### config.mk
export PLATFORM = sky130hd
export DESIGN_NAME = mem_port_arbiter
export DESIGN_NICKNAME = d
export VERILOG_FILES = /design/src/rtl/mem_port_arbiter.sv
export SDC_FILE = /design/constraint.sdc
export NUM_CORES = 1
export LEC_CHECK = 0
export CAP_MARGIN = 20
export CORE_MARGIN = 8
export CORE_UTILIZATION = 33
export CTS_CLUSTER_DIAMETER = 150
export DETAILED_ROUTE_END_ITERATION = 12
export PLACE_DENSITY = 0.91
export RECOVER_POWER = 100
export SYNTH_ARGS = -nofsm -noshare
export SYNTH_HDL_FRONTEND = slang
export SYNTH_SLANG_ARGS = --single-unit
### constraint.sdc
create_clock -name clk -period 3 [get_ports clk]
set_input_delay 0.6 -clock clk [delete_from_list [all_inputs] [get_ports clk]]
set_output_delay 0.6 -clock clk [all_outputs]
set_load 0.05 [all_outputs]
### src/rtl/mem_port_arbiter.sv
// Shares the memory data port between the CPU data path and a burst DMA
// requester. Define MEM_PORT_ARB_STARVE_EN to bound the DMA waiting time.
module mem_port_arbiter #(
  parameter int BURST_MAX    = 8,
  parameter int STARVE_LIMIT = 16
) (
  input  logic        clk,
  input  logic        rst,
  input  logic [31:0] cpu_addr,
  input  logic        cpu_re,
  input  logic [3:0]  cpu_we,
  input  logic [31:0] cpu_din,
  output logic [31:0] cpu_dout,
  output logic        cpu_stall,
  input  logic        dma_req,
  input  logic        dma_we,
  input  logic [31:0] dma_addr,
  input  logic [3:0]  dma_len,
  input  logic [31:0] dma_wdata,
  output logic        dma_gnt,
  output logic        dma_rvalid,
  output logic [31:0] dma_rdata,
  output logic        dma_done,
  output logic [31:0] mem_addr,
  output logic        mem_re,
  output logic [3:0]  mem_we,
  output logic [31:0] mem_din,
  input  logic [31:0] mem_dout,
  input  logic        mem_stall
);

  if (BURST_MAX < 1 || BURST_MAX > 16) begin : gBadBurst
    $error("BURST_MAX must be 1..16");
  end
  if (STARVE_LIMIT < 1) begin : gBadLimit
    $error("STARVE_LIMIT must be >= 1");
  end

  typedef enum logic [1:0] {
    IDLE,
    DMA_BURST,
    DMA_DRAIN
  } state_t;

  localparam logic [4:0] BMAX = 5'(BURST_MAX);

  state_t      state;
  logic [31:0] baseAddr;
  logic [4:0]  lenQ;
  logic [4:0]  beatCnt;
  logic        isWrite;
  logic        pendRet;
  logic        doneQ;

  logic        cpuPend;
  logic        starveHit;
  logic        dmaWin;
  logic        accept;
  logic        capture;
  logic        lastBeat;
  logic [4:0]  lenEff;

  assign cpuPend  = cpu_re | (|cpu_we);
  assign dmaWin   = !rst && state == IDLE && dma_req
                    && (!cpuPend || starveHit);
  assign accept   = !rst && state == DMA_BURST && !mem_stall;
  assign capture  = !rst && pendRet && !mem_stall;
  assign lastBeat = beatCnt == lenQ - 5'd1;

  always_comb begin
    lenEff = {1'b0, dma_len};
    if (dma_len == 4'd0 || {1'b0, dma_len} > BMAX)
      lenEff = BMAX;
  end

`ifdef MEM_PORT_ARB_STARVE_EN
  localparam int SW = $clog2(STARVE_LIMIT + 1);
  localparam logic [SW-1:0] SLIM = SW'(STARVE_LIMIT);

  logic [SW-1:0] starveCnt;

  assign starveHit = starveCnt == SLIM;

  always_ff @(posedge clk) begin
    if (rst)
      starveCnt <= '0;
    else if (dmaWin)
      starveCnt <= '0;
    else if (state == IDLE && dma_req && cpuPend && !starveHit)
      starveCnt <= starveCnt + 1'b1;
  end
`else
  assign starveHit = 1'b0;
`endif

  // At most one read beat is ever awaiting its return.
  always_ff @(posedge clk) begin
    if (rst) begin
      state    <= IDLE;
      baseAddr <= '0;
      lenQ     <= '0;
      beatCnt  <= '0;
      isWrite  <= 1'b0;
      pendRet  <= 1'b0;
      doneQ    <= 1'b0;
    end else begin
      doneQ <= 1'b0;
      if (accept && !isWrite)
        pendRet <= 1'b1;
      else if (capture)
        pendRet <= 1'b0;
      unique case (state)
        IDLE: begin
          if (dmaWin) begin
            baseAddr <= dma_addr & 32'hFFFF_FFFC;
            lenQ     <= lenEff;
            isWrite  <= dma_we;
            beatCnt  <= '0;
            state    <= DMA_BURST;
          end
        end
        DMA_BURST: begin
          if (accept) begin
            beatCnt <= beatCnt + 5'd1;
            if (lastBeat) begin
              if (isWrite) begin
                state <= IDLE;
                doneQ <= 1'b1;
              end else begin
                state <= DMA_DRAIN;
              end
            end
          end
        end
        DMA_DRAIN: begin
          if (capture)
            state <= IDLE;
        end
        default: state <= IDLE;
      endcase
    end
  end

  always_comb begin
    mem_addr = cpu_addr;
    mem_re   = cpu_re;
    mem_we   = cpu_we;
    mem_din  = cpu_din;
    if (state == DMA_BURST) begin
      mem_addr = baseAddr + {25'd0, beatCnt, 2'b00};
      mem_re   = !isWrite;
      mem_we   = isWrite ? 4'hF : 4'h0;
      mem_din  = dma_wdata;
    end else if (state == DMA_DRAIN) begin
      mem_re = 1'b0;
      mem_we = 4'h0;
    end
    if (dmaWin || rst) begin
      mem_re = 1'b0;
      mem_we = 4'h0;
    end
  end

  assign cpu_dout   = mem_dout;
  assign dma_rdata  = mem_dout;
  assign dma_gnt    = accept;
  assign dma_rvalid = capture;
  assign dma_done   = (doneQ && !rst)
                      || (capture && state == DMA_DRAIN);
  assign cpu_stall  = rst || mem_stall
                      || (cpuPend && state != IDLE)
                      || (cpuPend && dmaWin);

endmodule

== After elaboration in Yosys (flattened, before gate mapping) ==
Index checks and enable logic that the tools add are counted.
W data, S select, Z words.
Storage, ports and cells
  input port bits: 174
  output and inout port bits: 137
  register bits after elaboration: 45
  word-level logic and storage cells: 76
Operators by class
  bitwise gates (word level): 4
  reduce and logical (&&, ||, !) cells: 32
  add/sub/neg operators: 3
  $lt $le $gt $ge: 1
  muxes and demuxes: 22
  eq/ne operators: 7
Operators with widths (count)
  $mux W32: 2
  $add A32 B7 Y32: 1
  $mux W4: 5
  $logic_and A1 B1 Y1: 12
  $mux W2: 5
  $mux W5: 2
  $pmux W5 S2: 1
  $ne A2 B2 Y1 const B: 4
  $reduce_or A4 Y1: 2
  $logic_or A1 B1 Y1: 6
  $mux W1: 6
  $pmux W2 S3: 1
  $reduce_bool A2 Y1: 3
  $add A5 B1 Y5 const B: 1
  $eq A5 B5 Y1: 1
  $sub A5 B1 Y5 const B: 1
  $gt A4 B4 Y1 const B: 1
  $logic_not A1 Y1: 4
  $logic_not A4 Y1: 1
  $reduce_and A4 Y1: 1
  $not A1 Y1: 3
  $reduce_and A3 Y1: 1
  $eq A2 B1 Y1 const B: 1
  $eq A2 B2 Y1 const B: 1
  3 further kinds: 3

== Logic depth before layout (Yosys ltp) ==
  word-level depth: 6
  depth in mapped cells: 8
  depth with buffers taken out: 7

== Least setup slack after synthesis ==
Ideal clock, no wire load.
  path kind: reg2out
  from: register beatCnt[0]
  to: output port mem_addr[30]
  buffers on the path: 1
  data arrival time: 3.086 ns
  path slack: -0.686 ns
  stages on the path, launching flop included: 9
  cell sequence: dfxtp_1 ha_1 fa_1 a211o_1 a21oi_1 clkbuf_1 nor4_1 xnor2_1 o21ai_0
On the way
  word-level cells in the longest chain between the ends: 2
RTL lines
  from (decl): RTL line 50  | logic [4:0] beatCnt;
  from (signal assigned): RTL line 124  | beatCnt <= beatCnt + 5'd1;
  $add A32 B7 Y32: RTL line 150  | mem_addr = baseAddr + {25'd0, beatCnt, 2'b00};
  $mux W32: RTL line 149  | if (state == DMA_BURST) begin
  to (decl): RTL line 24  | output logic [31:0] mem_addr,
No other way between the ends.

== Final worst setup path ==
  from: register beatCnt[0]
  to: output port mem_addr[28]
The elaborated chain is that of the path after synthesis.

==> results.json <==
{
  "yosys.area.top_type": "dfxtp_1",
  "multi_input_area_mm2": 0.00274,
  "path_cells": "ha_4 > fa_2 > a211o_1 > a21oi_4 > buf_12 > nor4b_4 > xnor2_1 > o21ai_1 > clkbuf_16",
  "leakagePower_uw": 0.00274,
  "antennaDiodeCount": 0,
  "path_delay_family": "compound AO/OA/AOI/OAI gates",
  "powerDensity_mw_per_mm2": 295,
  "syn_avg_cell_area_um2": 6.45,
  "yosysMostFrequentCell": "nand2_1",
  "critical-path-max-stage-delay_ps": 340,
  "gr-total-overflow": 0,
  "antenna_left": 0,
  "ys_top_cells_by_area": "dfxtp_1 23%, nand2_1 21%, buf_4 13%, xnor2_1 6.8%, a21oi_1 5.5%",
  "finClkSkew_ps": 4.73,
  "reg2reg_slack_ps": 600,
  "hold_buffers": 0,
  "fin_ws_ps": -109,
  "grt_use_total_pct": 18.6,
  "placedInstanceArea_mm2": 0.00610,
  "yosys-top-cells-count": "206 x nand2_1, 64 x buf_4, 44 x dfxtp_1",
  "rsz0062_at_grt": "true",
  "dp.final_hpwl_um": 11500,
  "status": "complete, but fails checks",
  "cp_max_fo": 6,
  "die-area_mm2": 0.0151,
  "relSlewSlack_pct": 35.1,
  "final_max_slew_viol_count": 0,
  "htreeDepth": 2,
  "wirelength_um": 14700,
  "drt_iter0_markers": 188,
  "finalHoldViolCount": 0,
  "violations": "negative setup slack",
  "grt_max_degree": 89,
  "yosysUniqueCellTypes": 43,
  "drv_cap": 0,
  "rows": 39,
  "die_x_um": 123,
  "syn_nets": 764,
  "power_uw": 1920,
  "clockBufferDepth": 2,
  "final_layout_size_suffix_gt1_share_pct": 26.6,
  "yosysSeqAreaShare_pct": 23.5,
  "worst-path-buf-inv": 2,
  "coreArea_mm2": 0.0113,
  "cts_tree": "done",
  "slowest_stage": "dfxtp_2",
  "num-fill-cells": 1013,
  "synthFlopType": "dfxtp_1",
  "post-route-period-util_pct": 104,
  "hold_path_class": "register to register",
  "fmax_ghz": 0.322,
  "synthDominantCellAreaShare_pct": 23.5,
  "clk_pin_slew_ps": 70,
  "cts_buffers": 5,
  "die_y_um": 123,
  "initial_core_util_pct": 33.3,
  "arrival_ps": 2510,
  "crit_path_start_kind": "register",
  "portBuffers": 212,
  "seqCellArea_um2": 907,
  "setup_viol_count_final": 18,
  "grt_pass1_wl_um": 22600,
  "stdcell_area_mm2": 0.00653,
  "viasPerCell": 4.90,
  "grt_pass1_vias": 4473,
  "yosys_register_bits": 44,
  "synth_enable_flop_cells": 0,
  "drc": 0,
  "ir_drop_mv": 0.201,
  "wire_per_inst_um": 16.5,
  "vias": 4351,
  "clk_latency_ps": 280,
  "async_flop_share_pct": 0,
  "area_delta_synth_final_pct": 73.8,
  "yosysWarnings": 0,
  "crit_type": "register to output pin",
  "worstPathRequired_ps": 2400,
  "pin_count": 311,
  "end_kind": "output pin",
  "worst_slew_pin_slew_ps": 974,
  "fin_nets": 927,
  "finalCriticalPeriod_ps": 3110,
  "firstDrtPassIters": 4,
  "cts_num_sinks": 44,
  "syn-cell-area_mm2": 0.00376,
  "antenna_found_initial": 0,
  "cts_root_buffer": "clkbuf_16",
  "gp_congestion": 0.839,
  "synth_cells": 582
}
worst register-to-register path, cell delays in order (launching register included):
cell and delay (ps):
dfxtp_1 290, clkbuf_2 200, nor2_1 410, nor4bb_1 370, clkbuf_2 680, nand2_1 230, a21oi_1 160
area by class of cell:
type	instances	area share, %
Sequential cell	44	13.9
Multi-Input combinational cell	431	41.9
Timing Repair Buffer	253	38.0
Tap cell	143	2.74
Clock inverter	2	0.920
Inverter	10	0.575
Clock buffer	5	1.92
where the power goes:
| group | internal (uW) | switching, uW |
|---|---|---|
| Sequential | 586 | 3.92 |
| Combinational | 303 | 334 |
| Clock | 473 | 226 |
cells by family (layout without fill, tap and decap cells):
family	Yosys count	after routing	synth area share (%)
DFF	44	44	23.5
AOI/OAI and AO/OA	95	95	14.3
adders and majority gates	8	8	2.86
buffers and inverters	107	270	17.3
and+or+nand+nor	295	295	34.4
xor gates and xnor gates	33	33	7.69
through the flow:
stage | instances | hold slack, ps | setup WS (ps) | TNS (ps) | utilization (%)
after floorplan | 582 | 432 | -309 | -309 | -
after global placement | 874 | 441 | 8.88 | 0 | 54.1
after detailed placement | 874 | 455 | -33.5 | -121 | 54.1
after CTS | 885 | 470 | -154 | -1170 | 58.5
after global routing | 888 | 496 | -190 | -2210 | 57.9
final | 888 | 471 | -109 | -663 | 57.9
registers in the layout (all words and copies together) (netlist names):
register and flops:
state 2, baseAddr 30, doneQ 1, isWrite 1, lenQ 4, beatCnt 5, pendRet 1
path summary, 6_finish.rpt:
kind / to / depth (start not counted) / start
worst min-delay path: baseAddr[31] / 2 / baseAddr[31]
worst min register to register: baseAddr[31] / 2 / baseAddr[31]
worst max register to register: baseAddr[31] / 6 / state[1]
worst max-delay path: mem_addr[28] / 9 / beatCnt[0]
cells in the final DEF, fill, tap and decap left out, types with 3 or more instances in the layout:
| cell | n |
|---|---|
| a21o_1 | 8 |
| a21oi_1 | 40 |
| a22oi_1 | 5 |
| buf_12 | 22 |
| buf_2 | 3 |
| buf_4 | 35 |
| buf_6 | 7 |
| clkbuf_16 | 6 |
| clkbuf_2 | 38 |
| clkdlybuf4s50_1 | 138 |
| dfxtp_1 | 27 |
| dfxtp_2 | 15 |
| ha_1 | 3 |
| ha_4 | 4 |
| inv_1 | 10 |
| nand2_1 | 206 |
| nand2b_1 | 4 |
| nand3_1 | 7 |
| nand3b_1 | 5 |
| nand4_1 | 9 |
| nor2_1 | 17 |
| nor2_4 | 3 |
| nor3_1 | 9 |
| nor3_4 | 3 |
| nor4_2 | 3 |
| nor4_4 | 4 |
| o21ai_0 | 6 |
| o21ai_1 | 9 |
| o21ai_2 | 7 |
| o21ai_4 | 9 |
| xnor2_1 | 19 |
| xnor2_2 | 10 |
| xor2_1 | 4 |
what timing repair did:
item	in CTS	in global routing
pin swaps	32	32
buffers inserted	5	3
hold endpoints to repair	0	0
endpoints found under the setup margin	30	28
gates resized for setup	56	39
cloned	1	0
routing by layer:
metal	global-route usage, %	routed length (um)
met3	6.44	1370
met5	0	0
met1	20.0	5460
met2	34.8	7720
met4	2.74	125
Note: power is estimated with default switching activity, not from simulation.
